==> src/rtl/writeback_stage.sv <==
// Writeback stage: MEM/WB register, variable-latency load wait, load alignment and retire counting.
// Optional WB_BYPASS_EN adds wb_fwd_* outputs mirroring the register-file write port.
module writeback_stage #(
   parameter int CNT_W = 32
) (
   input  logic             clock,
   input  logic             reset_n,
   input  logic             mem_valid,
   output logic             mem_ready,
   input  logic [4:0]       mem_rd,
   input  logic             mem_reg_wen,
   input  logic [1:0]       mem_wb_sel,
   input  logic [31:0]      mem_alu_result,
   input  logic [31:0]      mem_pc,
   input  logic [2:0]       mem_funct3,
   input  logic             dmem_rvalid,
   input  logic [31:0]      dmem_rdata,
   output logic [31:0]      wb_addr_rd,
   output logic [31:0]      wb_data_rd,
   output logic             wb_write_enable,
   output logic             wb_retire,
   output logic [CNT_W-1:0] wb_retire_count,
`ifdef WB_BYPASS_EN
   output logic             wb_fwd_valid,
   output logic [4:0]       wb_fwd_rd,
   output logic [31:0]      wb_fwd_data,
`endif
   output logic [1:0]       dbg_state
);

   typedef enum logic [1:0] {
      ST_EMPTY     = 2'd0,
      ST_WAIT_LOAD = 2'd1,
      ST_FULL      = 2'd2
   } state_e;

   // Handshake: a transfer happens on a clock edge where mem_valid && mem_ready;
   // mem_ready depends only on registered state, never on mem_valid.

   state_e           state_q, state_d;
   logic [4:0]       rd_q, rd_d;
   logic             reg_wen_q, reg_wen_d;
   logic [31:0]      data_q, data_d;
   logic [2:0]       funct3_q, funct3_d;
   logic [1:0]       ofs_q, ofs_d;
   logic [CNT_W-1:0] count_q, count_d;
   logic             accept;
   logic             is_full;

   function automatic logic [31:0] fmt_load(input logic [2:0] f3, input logic [1:0] ofs,
                                             input logic [31:0] w);
      logic [7:0]  b;
      logic [15:0] h;
      b = w[{ofs, 3'b000} +: 8];
      h = ofs[1] ? w[31:16] : w[15:0];
      case (f3)
         3'b000:  fmt_load = {{24{b[7]}}, b};
         3'b100:  fmt_load = {24'd0, b};
         3'b001:  fmt_load = {{16{h[15]}}, h};
         3'b101:  fmt_load = {16'd0, h};
         default: fmt_load = w;
      endcase
   endfunction

   assign is_full   = (state_q == ST_FULL);
   assign mem_ready = (state_q != ST_WAIT_LOAD);
   assign accept    = mem_valid && mem_ready;

   always_comb begin
      state_d   = state_q;
      rd_d      = rd_q;
      reg_wen_d = reg_wen_q;
      data_d    = data_q;
      funct3_d  = funct3_q;
      ofs_d     = ofs_q;
      count_d   = count_q;
      if (is_full) begin
         count_d = count_q + {{(CNT_W-1){1'b0}}, 1'b1};
      end
      case (state_q)
         ST_WAIT_LOAD: begin
            if (dmem_rvalid) begin
               data_d  = fmt_load(funct3_q, ofs_q, dmem_rdata);
               state_d = ST_FULL;
            end
         end
         default: begin
            if (accept) begin
               rd_d      = mem_rd;
               reg_wen_d = mem_reg_wen;
               funct3_d  = mem_funct3;
               ofs_d     = mem_alu_result[1:0];
               if (mem_wb_sel == 2'd1) begin
                  state_d = ST_WAIT_LOAD;
               end else begin
                  state_d = ST_FULL;
                  data_d  = (mem_wb_sel == 2'd2) ? (mem_pc + 32'd4) : mem_alu_result;
               end
            end else begin
               state_d = ST_EMPTY;
            end
         end
      endcase
   end

   always_ff @(posedge clock or negedge reset_n) begin
      if (!reset_n) begin
         state_q   <= ST_EMPTY;
         rd_q      <= 5'd0;
         reg_wen_q <= 1'b0;
         data_q    <= 32'd0;
         funct3_q  <= 3'd0;
         ofs_q     <= 2'd0;
         count_q   <= '0;
      end else begin
         state_q   <= state_d;
         rd_q      <= rd_d;
         reg_wen_q <= reg_wen_d;
         data_q    <= data_d;
         funct3_q  <= funct3_d;
         ofs_q     <= ofs_d;
         count_q   <= count_d;
      end
   end

   // Write port is visible only while the held instruction retires.
   assign wb_write_enable = is_full && reg_wen_q && (rd_q != 5'd0);
   assign wb_addr_rd      = is_full ? {27'd0, rd_q} : 32'd0;
   assign wb_data_rd      = is_full ? data_q : 32'd0;
   assign wb_retire       = is_full;
   assign wb_retire_count = count_q;
   assign dbg_state       = state_q;

`ifdef WB_BYPASS_EN
   assign wb_fwd_valid = wb_write_enable;
   assign wb_fwd_rd    = is_full ? rd_q : 5'd0;
   assign wb_fwd_data  = wb_data_rd;
`endif

endmodule

==> config.mk <==
export PLATFORM = sky130hd
export DESIGN_NAME = writeback_stage
export DESIGN_NICKNAME = d
export VERILOG_FILES = /design/src/rtl/writeback_stage.sv
export SDC_FILE = /design/constraint.sdc
export NUM_CORES = 1
export LEC_CHECK = 0
export ABC_CLOCK_PERIOD_IN_PS = 5200
export BUFFER_PORTS_ARGS = -buffer_cell sky130_fd_sc_hd__buf_2
export CELL_PAD_IN_SITES_DETAIL_PLACEMENT = 0
export CELL_PAD_IN_SITES_GLOBAL_PLACEMENT = 2
export CORE_ASPECT_RATIO = 1.4
export CORE_MARGIN = 3
export CORE_UTILIZATION = 25
export DETAILED_ROUTE_END_ITERATION = 12
export PLACE_DENSITY_LB_ADDON = 0.05
export REMOVE_ABC_BUFFERS = 1
export SLEW_MARGIN = 5
export SYNTH_ARGS = -nofsm -noshare
export SYNTH_HDL_FRONTEND = slang
export SYNTH_SLANG_ARGS = --single-unit
==> constraint.sdc <==
create_clock -name clock -period 5.2 [get_ports clock]
set_input_delay 0.26 -clock clock [delete_from_list [all_inputs] [get_ports clock]]
set_output_delay 0.26 -clock clock [all_outputs]
set_load 0.02 [all_outputs]
Yosys cells after proc, flatten, opt, wreduce, memory -nomap -nowiden --
Cells that the tools add are included.
Storage, ports and cells: input port bits 111, logic and storage cells 42, output and inout bits 101, bits in registers 77
Operators by class: $add $sub $neg 2, eq/ne operators 10, reductions and logical operators 8, bitwise operators 1, multiplexer cells 13, shifts and indexed selects 1
Operators with widths (count):
- 32-bit two-way mux | 6
- 32-bit case mux with 4 select lines | 1
- 32-bit by 1-bit adder with 32-bit output (second input constant) | 1
- 32-bit by 3-bit adder with 32-bit output (second input constant) | 1
- 32-bit by 6-bit indexed part select with 8-bit output | 1
- 16-bit two-way mux | 1
- 2-bit two-way mux | 4
- 3-bit == test (second input constant) | 2
- 5-bit two-way mux | 1
- 5-bit nonzero test | 1
- 2-bit by 1-bit == test with 1-bit output (second input constant) | 2
- 2-bit == test (second input constant) | 2
- 2-bit by 1-bit inequality test with 1-bit output (second input constant) | 2
- 3-bit by 1-bit == test with 1-bit output (second input constant) | 1
- 1-bit logical AND | 3
- 3-bit logical NOT | 1
- 3-bit AND reduction | 1
- 2-bit inequality test (second input constant) | 1
- 2-bit AND reduction | 1
- 2-bit nonzero test | 1
- 1-bit inverter | 1

Depth between registers and ports, before layout --
depth after elaboration 5, depth in mapped cells 10, depth with buffers taken out 8

Worst setup path before layout --
Ideal clock, no wire load.
path kind reg-to-reg, from register count_q[0], in the netlist wb_retire_count[0], to register count_q[28], in the netlist wb_retire_count[28], slack 3.341 ns, stages on the path, launching flop included 7, clock period less this slack 1.859 ns, setup time 0.130 ns, path buffers 0, data required time 5.070 ns, arrival time 1.729 ns, cell sequence dfrtp_1 ha_1 nand4b_1 nor4_2 and4_1 nand3_1 xnor2_1
On the way: word-level cells in the longest chain between the ends 1
Ends and longest elaborated chain:
- start, declared | RTL line 46 | logic [CNT_W-1:0] count_q, count_d;
- start signal, assigned | RTL line 122 | count_q <= count_d;
- 32-bit by 1-bit adder with 32-bit output | RTL line 78 | count_d = count_q + {{(CNT_W-1){1'b0}}, 1'b1};
No other way between the ends. A chain may end at the register's enable or synchronous reset.

Final worst setup path --
from register state_q[0], in the netlist dbg_state[0], to register data_q[30]
On the way: word-level cells in the longest chain between the ends 4, elaborated cells between the ends (all ways) 8, classes of those cells eq/ne (4); mux (1); reduce/logical (3)
Ends and longest elaborated chain:
- start, declared | RTL line 40 | state_e state_q, state_d;
- start signal, assigned | RTL line 116 | state_q <= state_d;
- 2-bit by 1-bit inequality test with 1-bit output | RTL line 66 | assign mem_ready = (state_q != ST_WAIT_LOAD);
- 1-bit logical AND | RTL line 67 | assign accept = mem_valid && mem_ready;
- 2-bit nonzero test (no line)
- 3-bit AND reduction (no line)
- end signal, assigned | RTL line 119 | data_q <= data_d;
- end, declared | RTL line 43 | logic [31:0] data_q, data_d;
Parallel ways exist; a longest one is shown, timed or not.

==> metrics.txt <==
# TYPE chip_impl_metric gauge
chip_impl_metric{name="clk_transition_reported_paths",unit="ps"} 60
chip_impl_metric{name="antenna_violations_before_repair",unit=""} 0
chip_impl_metric{name="gr-total-overflow",unit=""} 0
chip_impl_metric{name="port_buffers",unit=""} 184
chip_impl_metric{name="asyncSetResetFlopFracSynth",unit=""} 1.000
chip_impl_metric{name="worst_hold_slack",unit="ps"} 91.23
chip_impl_metric{name="grt_util_all_layers",unit=""} 0.1736
chip_impl_metric{name="cts_post_setup_buffers_inserted",unit=""} 0
chip_impl_info{name="post-synth-top-area-cell",value="sky130_fd_sc_hd__dfrtp_1"} 1
chip_impl_metric{name="placedCellCount",unit=""} 990
chip_impl_metric{name="numCtsBuffers",unit=""} 9
chip_impl_info{name="synth.cells.most_frequent",value="77 x sky130_fd_sc_hd__dfrtp_1, 46 x sky130_fd_sc_hd__nor2_1, 45 x sky130_fd_sc_hd__and2_1"} 1
chip_impl_metric{name="grt_pass1_wl",unit="um"} 30080
chip_impl_metric{name="setup_slack",unit="ps"} 2487
chip_impl_info{name="critical_path.top_delay_family",value="simple AND/OR/NAND/NOR gates"} 1
chip_impl_info{name="criticalPathCategory",value="register to register"} 1
chip_impl_info{name="worstReg2RegEnd",value="data_q[30]"} 1
chip_impl_metric{name="tightestPinTransition",unit="ps"} 1046
chip_impl_metric{name="clock_path_buffers",unit=""} 2
chip_impl_metric{name="max-slew-margin-rel",unit=""} 0.3027
chip_impl_metric{name="cts_sinks",unit=""} 77
chip_impl_metric{name="cts_hold_buf",unit=""} 0
chip_impl_metric{name="cts_repair_resize_count",unit=""} 0
chip_impl_metric{name="power",unit="mW"} 2.061
chip_impl_metric{name="grt_pass1_vias",unit=""} 5202
chip_impl_metric{name="finalCriticalPeriod",unit="ps"} 2713
chip_impl_metric{name="vias_per_cell",unit=""} 4.976
chip_impl_info{name="most_used_dff_post_synth",value="sky130_fd_sc_hd__dfrtp_1"} 1
chip_impl_metric{name="detailroute.via_count",unit=""} 5006
chip_impl_metric{name="area_used_by_multi_input_combinational_logic",unit="sq um"} 2992
chip_impl_metric{name="drt_pass1_iterations",unit=""} 4
chip_impl_metric{name="achievable-frequency",unit="MHz"} 368.6
chip_impl_metric{name="design.core.area",unit="sq um"} 20150
chip_impl_metric{name="post_layout_nonfiller_instances",unit=""} 1006
chip_impl_metric{name="max_cap_viol_count",unit=""} 0
chip_impl_metric{name="post-route-drc-count",unit=""} 0
chip_impl_metric{name="initialDrtViolationCount",unit=""} 212
chip_impl_metric{name="p_per_area",unit="nW/um^2"} 313.3
chip_impl_info{name="hp-class",value="input port to asynchronous set/reset pin"} 1
chip_impl_metric{name="synth_largest_type_area_fraction",unit=""} 0.3705
chip_impl_metric{name="synth.distinct_cells",unit=""} 60
chip_impl_info{name="r2r_start",value="dbg_state[0]"} 1
chip_impl_metric{name="drt-wirelength-per-cell",unit="um"} 19.80
chip_impl_info{name="crit_path_start_kind",value="register"} 1
chip_impl_metric{name="path_buf_inv",unit=""} 2
chip_impl_metric{name="max-vdd-ir-drop",unit="mV"} 0.1452
chip_impl_metric{name="cp_num_cells",unit=""} 8
chip_impl_metric{name="worstSkewPairLatency",unit="ps"} 340
chip_impl_metric{name="area_growth_syn_to_layout",unit="%"} 26.44
chip_impl_info{name="rsz0062_at_grt",value="no"} 1
chip_impl_metric{name="post-route-period-util",unit=""} 0.5217
chip_impl_info{name="worst_path_max_delay_cell",value="sky130_fd_sc_hd__nor2b_1"} 1
chip_impl_metric{name="critPathMaxFanout",unit=""} 26
chip_impl_metric{name="timing.critical_path.arrival",unit="ps"} 2930
chip_impl_metric{name="insertedDiodeCount",unit=""} 0
chip_impl_metric{name="synth.yosys.warnings",unit=""} 0
chip_impl_metric{name="wirelength",unit="um"} 19920
chip_impl_metric{name="final_layout_size_suffix_gt1_frac",unit=""} 0.3077
chip_impl_metric{name="required_arrival_time_at_the_worst_endpoint",unit="ps"} 5420
chip_impl_metric{name="final-max-slew-violation-count",unit=""} 0
chip_impl_metric{name="maximum_number_of_pins_on_one_net_before_global_route_repair",unit=""} 78
chip_impl_info{name="crit_chain",value="nor2b_1 -> inv_4 -> nand3_4 -> and2_1 -> clkinv_2 -> o22a_1 -> o221ai_1 -> a211oi_1"} 1
chip_impl_info{name="clk_root_buffer_cell",value="sky130_fd_sc_hd__clkbuf_16"} 1
chip_impl_metric{name="start_util",unit=""} 0.2581
chip_impl_metric{name="clock_tree.htree_level_count",unit=""} 3
chip_impl_metric{name="critical_path.max_stage_delay",unit="ps"} 630
chip_impl_metric{name="seq_area",unit="sq um"} 1927
chip_impl_metric{name="power.static_leakage",unit="nW"} 3.082
chip_impl_metric{name="reg2reg_setup_slack",unit="ps"} 2490
chip_impl_metric{name="drt.antenna.violating_nets",unit=""} 0
chip_impl_metric{name="timing_hold_violations_final",unit=""} 0
chip_impl_metric{name="finish.net_count",unit=""} 862
chip_impl_metric{name="post-dp-hpwl",unit="um"} 15550
chip_impl_metric{name="synth_seq_area_share",unit=""} 0.3705
chip_impl_metric{name="reg2regPathDepth",unit=""} 8
chip_impl_metric{name="die-width",unit="um"} 127.9
chip_impl_info{name="synthMostInstantiatedCell",value="sky130_fd_sc_hd__dfrtp_1"} 1
chip_impl_info{name="ys_top_cells_by_area",value="sky130_fd_sc_hd__dfrtp_1 37%, sky130_fd_sc_hd__xnor2_1 5.6%, sky130_fd_sc_hd__and2_1 5.4%"} 1
chip_impl_metric{name="number_of_synthesized_flops_with_an_enable_pin",unit=""} 0
chip_impl_metric{name="clock_skew",unit="ps"} 5.252
chip_impl_metric{name="overall_die_height",unit="um"} 176.7
chip_impl_metric{name="fillCellCount",unit=""} 2219
chip_impl_metric{name="die_area",unit="sq um"} 22600
chip_impl_metric{name="syn_area_per_cell",unit="sq um"} 8.999
chip_impl_info{name="status",value="finished, final reports clean"} 1
chip_impl_metric{name="ios",unit=""} 212
chip_impl_metric{name="ys_seq_elements",unit=""} 77
chip_impl_metric{name="timing.final.setup_violations",unit=""} 0
chip_impl_metric{name="setup-tns-final",unit="ps"} 0
chip_impl_metric{name="gpl.final_weighted_congestion",unit=""} 0.8143
chip_impl_metric{name="pre_cts_ws",unit="ps"} 2447
chip_impl_info{name="tritoncts_clock_tree",value="done"} 1
chip_impl_metric{name="synthesis.instances",unit=""} 578
chip_impl_metric{name="syn_area",unit="sq um"} 5201
chip_impl_metric{name="row_count",unit=""} 61
chip_impl_info{name="worstSetupEndpointType",value="register"} 1
==> worst max path at each step <==
stage	from	end	slack, ps
6_report	dbg_state[0]	data_q[30]	2490
5_1_grt	dbg_state[0]	data_q[19]	2280
4_1_cts	dbg_state[0]	data_q[30]	2450
3_5_place_dp	dbg_state[0]	data_q[30]	2450
3_3_place_gp	dbg_state[0]	data_q[30]	2590
2_1_floorplan	dbg_state[0]	data_q[30]	2670
==> through the flow <==
stage          cell area (sq um)    util
6_report                    6576  0.3264
5_1_grt                     6576  0.3264
4_1_cts                     6576  0.3264
3_5_place_dp                6243  0.3099
3_3_place_gp                6243  0.3099
2_1_floorplan               4947       -
==> metal layers <==
layer,track usage,up-vias,wire (um)
li1,-,2396,-
met5,0,-,0
met4,0.06018,0,470
met2,0.3083,155,10350
met3,0.03080,21,1005
met1,0.2093,2434,8085
==> cell type report <==
cell class              instances  area share
clock buffers                  10     0.03634
clock inverters                 6     0.01427
inverters                       8    0.005137
multi-input cells             462      0.4549
flip-flops and latches         77      0.2930
well taps                     252     0.04795
repair buffers                191      0.1484
==> cell usage in the layout (no fill, tap or decap), types with 7 or more instances in the layout <==
master / instances
sky130_fd_sc_hd__nand3_1: 27
sky130_fd_sc_hd__a21oi_1: 36
sky130_fd_sc_hd__xnor2_1: 33
sky130_fd_sc_hd__mux2_2: 13
sky130_fd_sc_hd__nor3_1: 11
sky130_fd_sc_hd__nand2_1: 36
sky130_fd_sc_hd__o21ai_0: 9
sky130_fd_sc_hd__nand4_1: 16
sky130_fd_sc_hd__buf_2: 183
sky130_fd_sc_hd__nor2_1: 46
sky130_fd_sc_hd__clkbuf_16: 9
sky130_fd_sc_hd__buf_4: 8
sky130_fd_sc_hd__dfrtp_1: 77
sky130_fd_sc_hd__and4_1: 8
sky130_fd_sc_hd__a211oi_1: 25
sky130_fd_sc_hd__o22ai_1: 21
sky130_fd_sc_hd__conb_1: 27
sky130_fd_sc_hd__xor2_1: 21
sky130_fd_sc_hd__a2bb2oi_1: 8
sky130_fd_sc_hd__and2_1: 45
sky130_fd_sc_hd__mux2i_1: 7
==> where the power goes <==
part	total (mW)	switching (mW)	leakage (nW)	internal, mW
Sequential	0.767	0.0792	0.961	0.688
Combinational	0.583	0.357	1.96	0.226
Clock	0.711	0.273	0.159	0.437
==> sequential cells by signal (all words and copies together) (netlist names) <==
name	cells
wb_retire_count	32
ofs_q	2
rd_q	5
dbg_state	2
reg_wen_q	1
funct3_q	3
data_q	32
==> cells by family after synthesis <==
family	share of synthesized area
multiplexers	0.04595
adder cells (fa/ha/maj)	0.004810
AND/OR/NAND/NOR	0.2379
XOR/XNOR	0.09093
buffers and inverters	0.07409
other	0.0007210
flip-flops	0.3705
AO/OA/AOI/OAI	0.1751
==> worst register-to-register path, cell delays in order (launching register included) <==
cell	delay [ps]
sky130_fd_sc_hd__dfrtp_1	430
sky130_fd_sc_hd__nor2b_1	640
sky130_fd_sc_hd__inv_4	250
sky130_fd_sc_hd__nand3_4	210
sky130_fd_sc_hd__and2_1	180
sky130_fd_sc_hd__clkinv_2	370
sky130_fd_sc_hd__o22a_1	360
sky130_fd_sc_hd__o221ai_1	80
sky130_fd_sc_hd__a211oi_1	70
Power figures use the tool's default switching activity.
